--- src/rtl/cam_lvds_align_pkg.sv ---
`default_nettype none
// ============================================================================
// Module      : cam_lvds_align_pkg
// Description : Shared state encodings and default constants for the camera
//               LVDS word-alignment controller.
// Revision    : 1.0 - initial release
// ============================================================================
package cam_lvds_align_pkg;

    typedef enum logic [2:0] {
        IDLE      = 3'd0,
        WAIT_LOCK = 3'd1,
        TRAIN     = 3'd2,
        DONE      = 3'd3,
        FAIL      = 3'd4
    } top_state_t;

    typedef enum logic [2:0] {
        L_IDLE   = 3'd0,
        L_CHECK  = 3'd1,
        L_SLIP   = 3'd2,
        L_SETTLE = 3'd3,
        L_DONE   = 3'd4,
        L_FAIL   = 3'd5
    } lane_state_t;

    localparam logic [7:0] DEF_TRAIN_WORD    = 8'h3A;
    localparam int         DEF_MATCH_CYCLES  = 16;
    localparam int         DEF_SETTLE_CYCLES = 4;
    localparam int         DEF_LOCK_WAIT     = 64;

endpackage
`default_nettype wire

--- src/rtl/cam_lvds_lane_align.sv ---
`default_nettype none
// ============================================================================
// Module      : cam_lvds_lane_align
// Description : Single-lane bitslip trainer: slips until TRAIN_WORD is seen
//               for MATCH_CYCLES consecutive words or W-1 slips are spent.
// Revision    : 1.0 - initial release
// ============================================================================
module cam_lvds_lane_align
    import cam_lvds_align_pkg::*;
#(
    parameter int           W             = 8,
    parameter logic [W-1:0] TRAIN_WORD    = DEF_TRAIN_WORD,
    parameter int           MATCH_CYCLES  = DEF_MATCH_CYCLES,
    parameter int           SETTLE_CYCLES = DEF_SETTLE_CYCLES,
    parameter int           SW            = $clog2(W)
) (
    input  logic          clk,
    input  logic          rst,
    input  logic          clear,
    input  logic          go,
    input  logic [W-1:0]  word,
    output logic          bitslip,
    output logic          done,
    output logic          fail,
    output logic [SW-1:0] slips
);

    localparam int          MW          = $clog2(MATCH_CYCLES) + 1;
    localparam int          STW         = $clog2(SETTLE_CYCLES) + 1;
    localparam logic [MW-1:0]  c_match_last  = MW'(MATCH_CYCLES - 1);
    localparam logic [STW-1:0] c_settle_last = STW'(SETTLE_CYCLES - 1);
    localparam logic [SW-1:0]  c_slip_last   = SW'(W - 1);

    lane_state_t    r_state, w_state_nxt;
    logic [MW-1:0]  r_match, w_match_nxt;
    logic [STW-1:0] r_settle, w_settle_nxt;
    logic [SW-1:0]  r_slips, w_slips_nxt;
    logic           r_bitslip;

    always_ff @(posedge clk) begin
        if (rst) begin
            r_state   <= L_IDLE;
            r_match   <= '0;
            r_settle  <= '0;
            r_slips   <= '0;
            r_bitslip <= 1'b0;
        end else begin
            r_state   <= w_state_nxt;
            r_match   <= w_match_nxt;
            r_settle  <= w_settle_nxt;
            r_slips   <= w_slips_nxt;
            // The pulse is high exactly while the lane sits in L_SLIP
            r_bitslip <= (w_state_nxt == L_SLIP);
        end
    end

    always_comb begin
        w_state_nxt  = r_state;
        w_match_nxt  = r_match;
        w_settle_nxt = r_settle;
        w_slips_nxt  = r_slips;
        if (clear) begin
            w_state_nxt  = L_IDLE;
            w_match_nxt  = '0;
            w_settle_nxt = '0;
            w_slips_nxt  = '0;
        end else begin
            case (r_state)
                L_IDLE: begin
                    if (go) begin
                        w_state_nxt = L_CHECK;
                        w_match_nxt = '0;
                        w_slips_nxt = '0;
                    end
                end
                L_CHECK: begin
                    if (word == TRAIN_WORD) begin
                        w_match_nxt = r_match + 1'b1;
                        if (r_match == c_match_last) begin
                            w_state_nxt = L_DONE;
                        end
                    end else if (r_slips == c_slip_last) begin
                        w_state_nxt = L_FAIL;
                    end else begin
                        w_state_nxt = L_SLIP;
                        w_match_nxt = '0;
                    end
                end
                L_SLIP: begin
                    w_state_nxt  = L_SETTLE;
                    w_slips_nxt  = r_slips + 1'b1;
                    w_settle_nxt = '0;
                end
                L_SETTLE: begin
                    if (r_settle == c_settle_last) begin
                        w_state_nxt = L_CHECK;
                        w_match_nxt = '0;
                    end else begin
                        w_settle_nxt = r_settle + 1'b1;
                    end
                end
                default: begin
                end
            endcase
        end
    end

    assign bitslip = r_bitslip;
    assign done    = (r_state == L_DONE);
    assign fail    = (r_state == L_FAIL);
    assign slips   = r_slips;

endmodule
`default_nettype wire

--- src/rtl/cam_lvds_align.sv ---
`default_nettype none
// ============================================================================
// Module      : cam_lvds_align
// Description : Per-camera LVDS word-alignment controller. Optional macro
//               CAM_LVDS_ALIGN_SLIP_COUNT_EN exposes per-lane slip counts.
// Revision    : 1.0 - initial release
// ============================================================================
module cam_lvds_align
    import cam_lvds_align_pkg::*;
#(
    parameter int           LANES         = 5,
    parameter int           W             = 8,
    parameter logic [W-1:0] TRAIN_WORD    = DEF_TRAIN_WORD,
    parameter int           MATCH_CYCLES  = DEF_MATCH_CYCLES,
    parameter int           SETTLE_CYCLES = DEF_SETTLE_CYCLES,
    parameter int           LOCK_WAIT     = DEF_LOCK_WAIT
) (
    input  logic               rxc,
    input  logic               rst,
    input  logic               start,
    input  logic               rx_locked,
    input  logic [LANES*W-1:0] rxd,
    output logic [LANES-1:0]   bitslip,
    output logic               busy,
    output logic               aligned,
    output logic               fail,
    output logic [LANES-1:0]   lane_aligned,
    output logic [LANES-1:0]   lane_fail,
    output logic [LANES*4-1:0] slip_count
);

    localparam int            SW          = $clog2(W);
    localparam int            LW          = $clog2(LOCK_WAIT + 1);
    localparam logic [LW-1:0] c_lock_last = LW'(LOCK_WAIT - 1);

    top_state_t    r_state, w_state_nxt;
    logic [LW-1:0] r_lock_cnt, w_lock_nxt;
    logic          r_busy, r_aligned, r_fail;
    logic          w_lane_clear, w_lane_go;
    logic          w_all_end, w_all_done;
    logic [SW-1:0] w_slips [LANES];

    assign w_all_end  = &(lane_aligned | lane_fail);
    assign w_all_done = &lane_aligned;

    always_ff @(posedge rxc) begin
        if (rst) begin
            r_state    <= IDLE;
            r_lock_cnt <= '0;
            r_busy     <= 1'b0;
            r_aligned  <= 1'b0;
            r_fail     <= 1'b0;
        end else begin
            r_state    <= w_state_nxt;
            r_lock_cnt <= w_lock_nxt;
            r_busy     <= (w_state_nxt == WAIT_LOCK) || (w_state_nxt == TRAIN);
            r_aligned  <= (w_state_nxt == DONE);
            r_fail     <= (w_state_nxt == FAIL);
        end
    end

    always_comb begin
        w_state_nxt  = r_state;
        w_lock_nxt   = r_lock_cnt;
        w_lane_clear = 1'b0;
        w_lane_go    = 1'b0;
        case (r_state)
            IDLE, FAIL: begin
                if (start) begin
                    w_state_nxt  = WAIT_LOCK;
                    w_lock_nxt   = '0;
                    w_lane_clear = 1'b1;
                end
            end
            DONE: begin
                // Losing lock after alignment forces an automatic retrain
                if (start || !rx_locked) begin
                    w_state_nxt  = WAIT_LOCK;
                    w_lock_nxt   = '0;
                    w_lane_clear = 1'b1;
                end
            end
            WAIT_LOCK: begin
                if (!rx_locked) begin
                    w_lock_nxt = '0;
                end else if (r_lock_cnt == c_lock_last) begin
                    w_state_nxt = TRAIN;
                    w_lock_nxt  = '0;
                    w_lane_go   = 1'b1;
                end else begin
                    w_lock_nxt = r_lock_cnt + 1'b1;
                end
            end
            TRAIN: begin
                if (!rx_locked) begin
                    w_state_nxt  = WAIT_LOCK;
                    w_lock_nxt   = '0;
                    w_lane_clear = 1'b1;
                end else if (w_all_end) begin
                    w_state_nxt = w_all_done ? DONE : FAIL;
                end
            end
            default: begin
                w_state_nxt = IDLE;
            end
        endcase
    end

    assign busy    = r_busy;
    assign aligned = r_aligned;
    assign fail    = r_fail;

    for (genvar i = 0; i < LANES; i++) begin : g_lane
        cam_lvds_lane_align #(
            .W             (W),
            .TRAIN_WORD    (TRAIN_WORD),
            .MATCH_CYCLES  (MATCH_CYCLES),
            .SETTLE_CYCLES (SETTLE_CYCLES),
            .SW            (SW)
        ) u_lane (
            .clk     (rxc),
            .rst     (rst),
            .clear   (w_lane_clear),
            .go      (w_lane_go),
            .word    (rxd[i*W +: W]),
            .bitslip (bitslip[i]),
            .done    (lane_aligned[i]),
            .fail    (lane_fail[i]),
            .slips   (w_slips[i])
        );
`ifdef CAM_LVDS_ALIGN_SLIP_COUNT_EN
        assign slip_count[i*4 +: 4] = 4'(w_slips[i]);
`else
        logic w_slips_unused;
        assign w_slips_unused       = ^w_slips[i];
        assign slip_count[i*4 +: 4] = 4'd0;
`endif
    end

endmodule
`default_nettype wire

--- config.mk ---
export PLATFORM = sky130hd
export DESIGN_NAME = cam_lvds_align
export DESIGN_NICKNAME = d
export VERILOG_FILES = /design/src/rtl/cam_lvds_align_pkg.sv /design/src/rtl/cam_lvds_lane_align.sv /design/src/rtl/cam_lvds_align.sv
export SDC_FILE = /design/constraint.sdc
export NUM_CORES = 1
export LEC_CHECK = 0
export CAP_MARGIN = 10
export CORE_ASPECT_RATIO = 0.6
export CORE_MARGIN = 2
export CORE_UTILIZATION = 58
export DETAILED_ROUTE_END_ITERATION = 8
export PLACE_DENSITY = 0.86
export SLEW_MARGIN = 20
export SYNTH_ARGS = -nofsm -noshare
export SYNTH_HDL_FRONTEND = slang
export SYNTH_SLANG_ARGS = --single-unit
--- constraint.sdc ---
create_clock -name rxc -period 3.5 [get_ports rxc]
set_input_delay 0.7 -clock rxc [delete_from_list [all_inputs] [get_ports rxc]]
set_output_delay 0.7 -clock rxc [all_outputs]
set_load 0.02 [all_outputs]
==> run_results.csv <==
group,metric,value,unit
run_status,status,"finished clean",
floorplan,core,0.00801,mm2
power,intPower,1.73,mW
logic_synthesis,synth_largest_area_cell,"dfxtp_1",
floorplan,row_count,25,
global_route,antenna_found_initial,0,
logic_synthesis,seq_area_frac_synth,36.3,%
logic_synthesis,syn_area,0.00485,mm2
detailed_routing,num_vias,4296,
final_layout,diodes,0,
logic_synthesis,synth-simple-area-share,26.3,%
floorplan,initial_core_util,60.6,%
setup_path,startpoint_type,"flip-flop",
clock_network,cts_buffer_depth,2,
setup_path,cp_data_arrival_time,1.92,ns
floorplan,io_pins,82,
final_layout,final_area,0.00567,mm2
sta,rsz0062_at_grt,"no",
sta,finalCritPeriodShare,74.9,%
setup_path,critical_path.top_delay_family,"buffers and inverters",
logic_synthesis,synthAdderAreaFrac,8.00,%
clock_network,cts-root-buf,"clkbuf_16",
setup_path,crit_chain,"inv_1, nor3_1, clkdlybuf4s50_1",
clock_network,clk_latency,0.34,ns
place,place_inst,722,
power,peakVddDrop,0.229,mV
place,portBuffers,61,
final_layout,final_cell_mix,"nor2_1, dfxtp_1, clkdlybuf4s50_1",
clock_network,cts_max_level,3,
logic_synthesis,synth_compound_area_share,17.0,%
global_route,grt_pass1_wl,18.0,mm
logic_synthesis,ys_ff_latch,88,
detailed_routing,drt-total-wl,10.9,mm
detailed_routing,ant_nets,0,
logic_synthesis,synth_edf_count,0,
logic_synthesis,synth_xor_xnor_area_share,0.181,%
logic_synthesis,ys_types,53,
place,place_congestion,0.935,
setup_path,slowest_stage,"clkdlybuf4s50_1",
logic_synthesis,postSynth.asyncResetShare,0,%
detailed_routing,first_pass_iters,4,
power,pwr-share-clk,47.4,%
setup_path,crit_buf_inv,2,
power,total_power,2.17,mW
global_route,overflow,0,
sta,max_freq,382,MHz
floorplan,die-area,0.00914,mm2
power,powerDensity,382,mW/mm2
clock_network,cts_setup_buffers,0,
final_layout,drive_above_1_share,4.77,%
final_layout,fin_cells,737,
power,p_sw_share,20.5,%
sta,max_slew_margin,52.8,%
setup_path,critical_path_class,"flip-flop to primary output",
flow_run,cap_violations,0,
power,netSwitchingPower,0.444,mW
logic_synthesis,synth_top_family_by_area,"simple AND/OR/NAND/NOR gates",
hold_path,hold_class,"flip-flop to flip-flop",
logic_synthesis,yosysWarnings,0,
power,leakagePower,2.09,nW
floorplan,die_x,122,um
clock_network,cts_tree,"done",
clock_network,cts_hold_buf,0,
clock_network,clock-sinks,88,
detailed_routing,avgViaCountPerCell,5.83,
sta,hold_viol_final,0,
global_route,grt_use_total,25.1,%
global_route,grt_pass1_vias,3865,
setup_path,slowest_delay,0.66,ns
detailed_routing,drtIter0Drc,350,
logic_synthesis,syn_avg_cell_area,8.25,um2
logic_synthesis,synthCells,588,
sta,fin_tns_setup,0,ns
final_layout,area_growth,17.0,%
setup_path,worstSetupEndpointType,"primary output",
sta,finalClockSkew,0.00774,ns
sta,setup_viol,0,
setup_path,crit_fanout,10,
sta,tightest_slew,0.703,ns
final_layout,final_common_cell,"nor2_1",
power,pwr-share-comb,6.2,%
setup_path,cp.required,2.80,ns
floorplan,chipHeight,74.8,um
clock_network,cts_resized,0,
sta,post-route-min-period,2.62,ns
logic_synthesis,ys.flop_type,"dfxtp_1",
logic_synthesis,ys_top_cells_by_area,"dfxtp_1, nor2_1, ha_1",
logic_synthesis,synthDominantCellAreaShare,36.3,%
logic_synthesis,synthMuxAreaShare,2.53,%
clock_network,clk_pin_slew,0.06,ns
sta,slew_violations,0,
detailed_routing,wl_per_cell,14.8,um
power,p_seq_share,46.4,%
detailed_routing,drc_errors,0,
global_route,grt_max_degree,30,
final_layout,fin_nets,700,
clock_network,numCtsBuffers,9,
sta,fin_hold_ws,0.488,ns
place,placed_cell_area,0.00535,mm2
place,dp_hpwl,7.98,mm
## cells in the mapped netlist, drive strengths merged (12+ instances only)
cell    count
and3       12
buf        47
clkbuf     12
nand3      14
a21oi      46
a22oi      14
ha         31
nand2b     14
dfxtp      88
nor3       13
inv        26
nor2      106
nand2      24
o21ai      24
## tightest hold or removal path: cells and delay by family (launching register included)
family          cells  cell delay (ns)
flops               1             0.31
compound gates      2             0.13
## power by group through the flow
stage | registers, mW | logic [mW] | clock network, mW
final | 1.01 | 0.134 | 1.03
after global routing | 1.01 | 0.144 | 1.09
after CTS | 1.01 | 0.133 | 1.05
after detailed placement | 1.03 | 0.132 | 0
after global placement | 1.03 | 0.129 | 0
after floorplan | 1.03 | 0.0790 | 0
## layout make-up
type / count / area (um2)
Clock buffer: 12 / 256
Inverter: 26 / 97.6
Clock inverter: 3 / 65.1
Timing Repair Buffer: 66 / 661
Multi-Input combinational cell: 434 / 2700
Tap cell: 108 / 135
Fill cell: 648 / 2330
Sequential cell: 88 / 1760
## routing by layer
layer,track usage (%),wire (um)
met1,33.8,5060
met2,40.5,4970
met3,6.21,754
met4,7.79,120
met5,0,0
## final timing paths
kind	end	depth (start not counted)	startpoint	slack (ns)
hold / removal	g_lane[2].u_lane.r_match[3]$_SDFFE_PP0P_	2	g_lane[2].u_lane.r_match[3]$_SDFFE_PP0P_	0.49
setup reg to reg	g_lane[0].u_lane.r_match[3]$_SDFFE_PP0P_	7	r_lock_cnt[1]$_SDFFE_PP0P_	1.17
hold reg to reg	g_lane[2].u_lane.r_match[3]$_SDFFE_PP0P_	2	g_lane[2].u_lane.r_match[3]$_SDFFE_PP0P_	0.49
setup / recovery	lane_aligned[0]	3	g_lane[0].u_lane.r_state[2]$_SDFF_PP0_	0.88
## per-stage QoR
step	worst slack (ns)	utilization [%]
floorplan	1.40	-
global placement	0.683	66.8
detailed placement	0.600	66.8
CTS	0.913	70.9
global route	0.625	70.9
finish	0.880	70.9
## flip-flops by register name, summed over array words and instances, names as in the netlist, 3 cells and up
name	cells
g_lane.u_lane.bitslip	5
g_lane.u_lane.r_match	25
g_lane.u_lane.r_state	15
r_state	3
g_lane.u_lane.r_settle	15
g_lane.u_lane.slips	15
r_lock_cnt	7
## logic make-up (layout without fill, tap and decap cells)
group | after synthesis | after routing
buffers and inverters | 85 | 107
adders and majority gates | 31 | 31
other | 1 | 20
AOI/OAI and AO/OA | 128 | 128
and+or+nand+nor | 242 | 242
muxes | 12 | 12
xor gates and xnor gates | 1 | 1
DFF | 88 | 88
(Power assumes the default switching activity.)
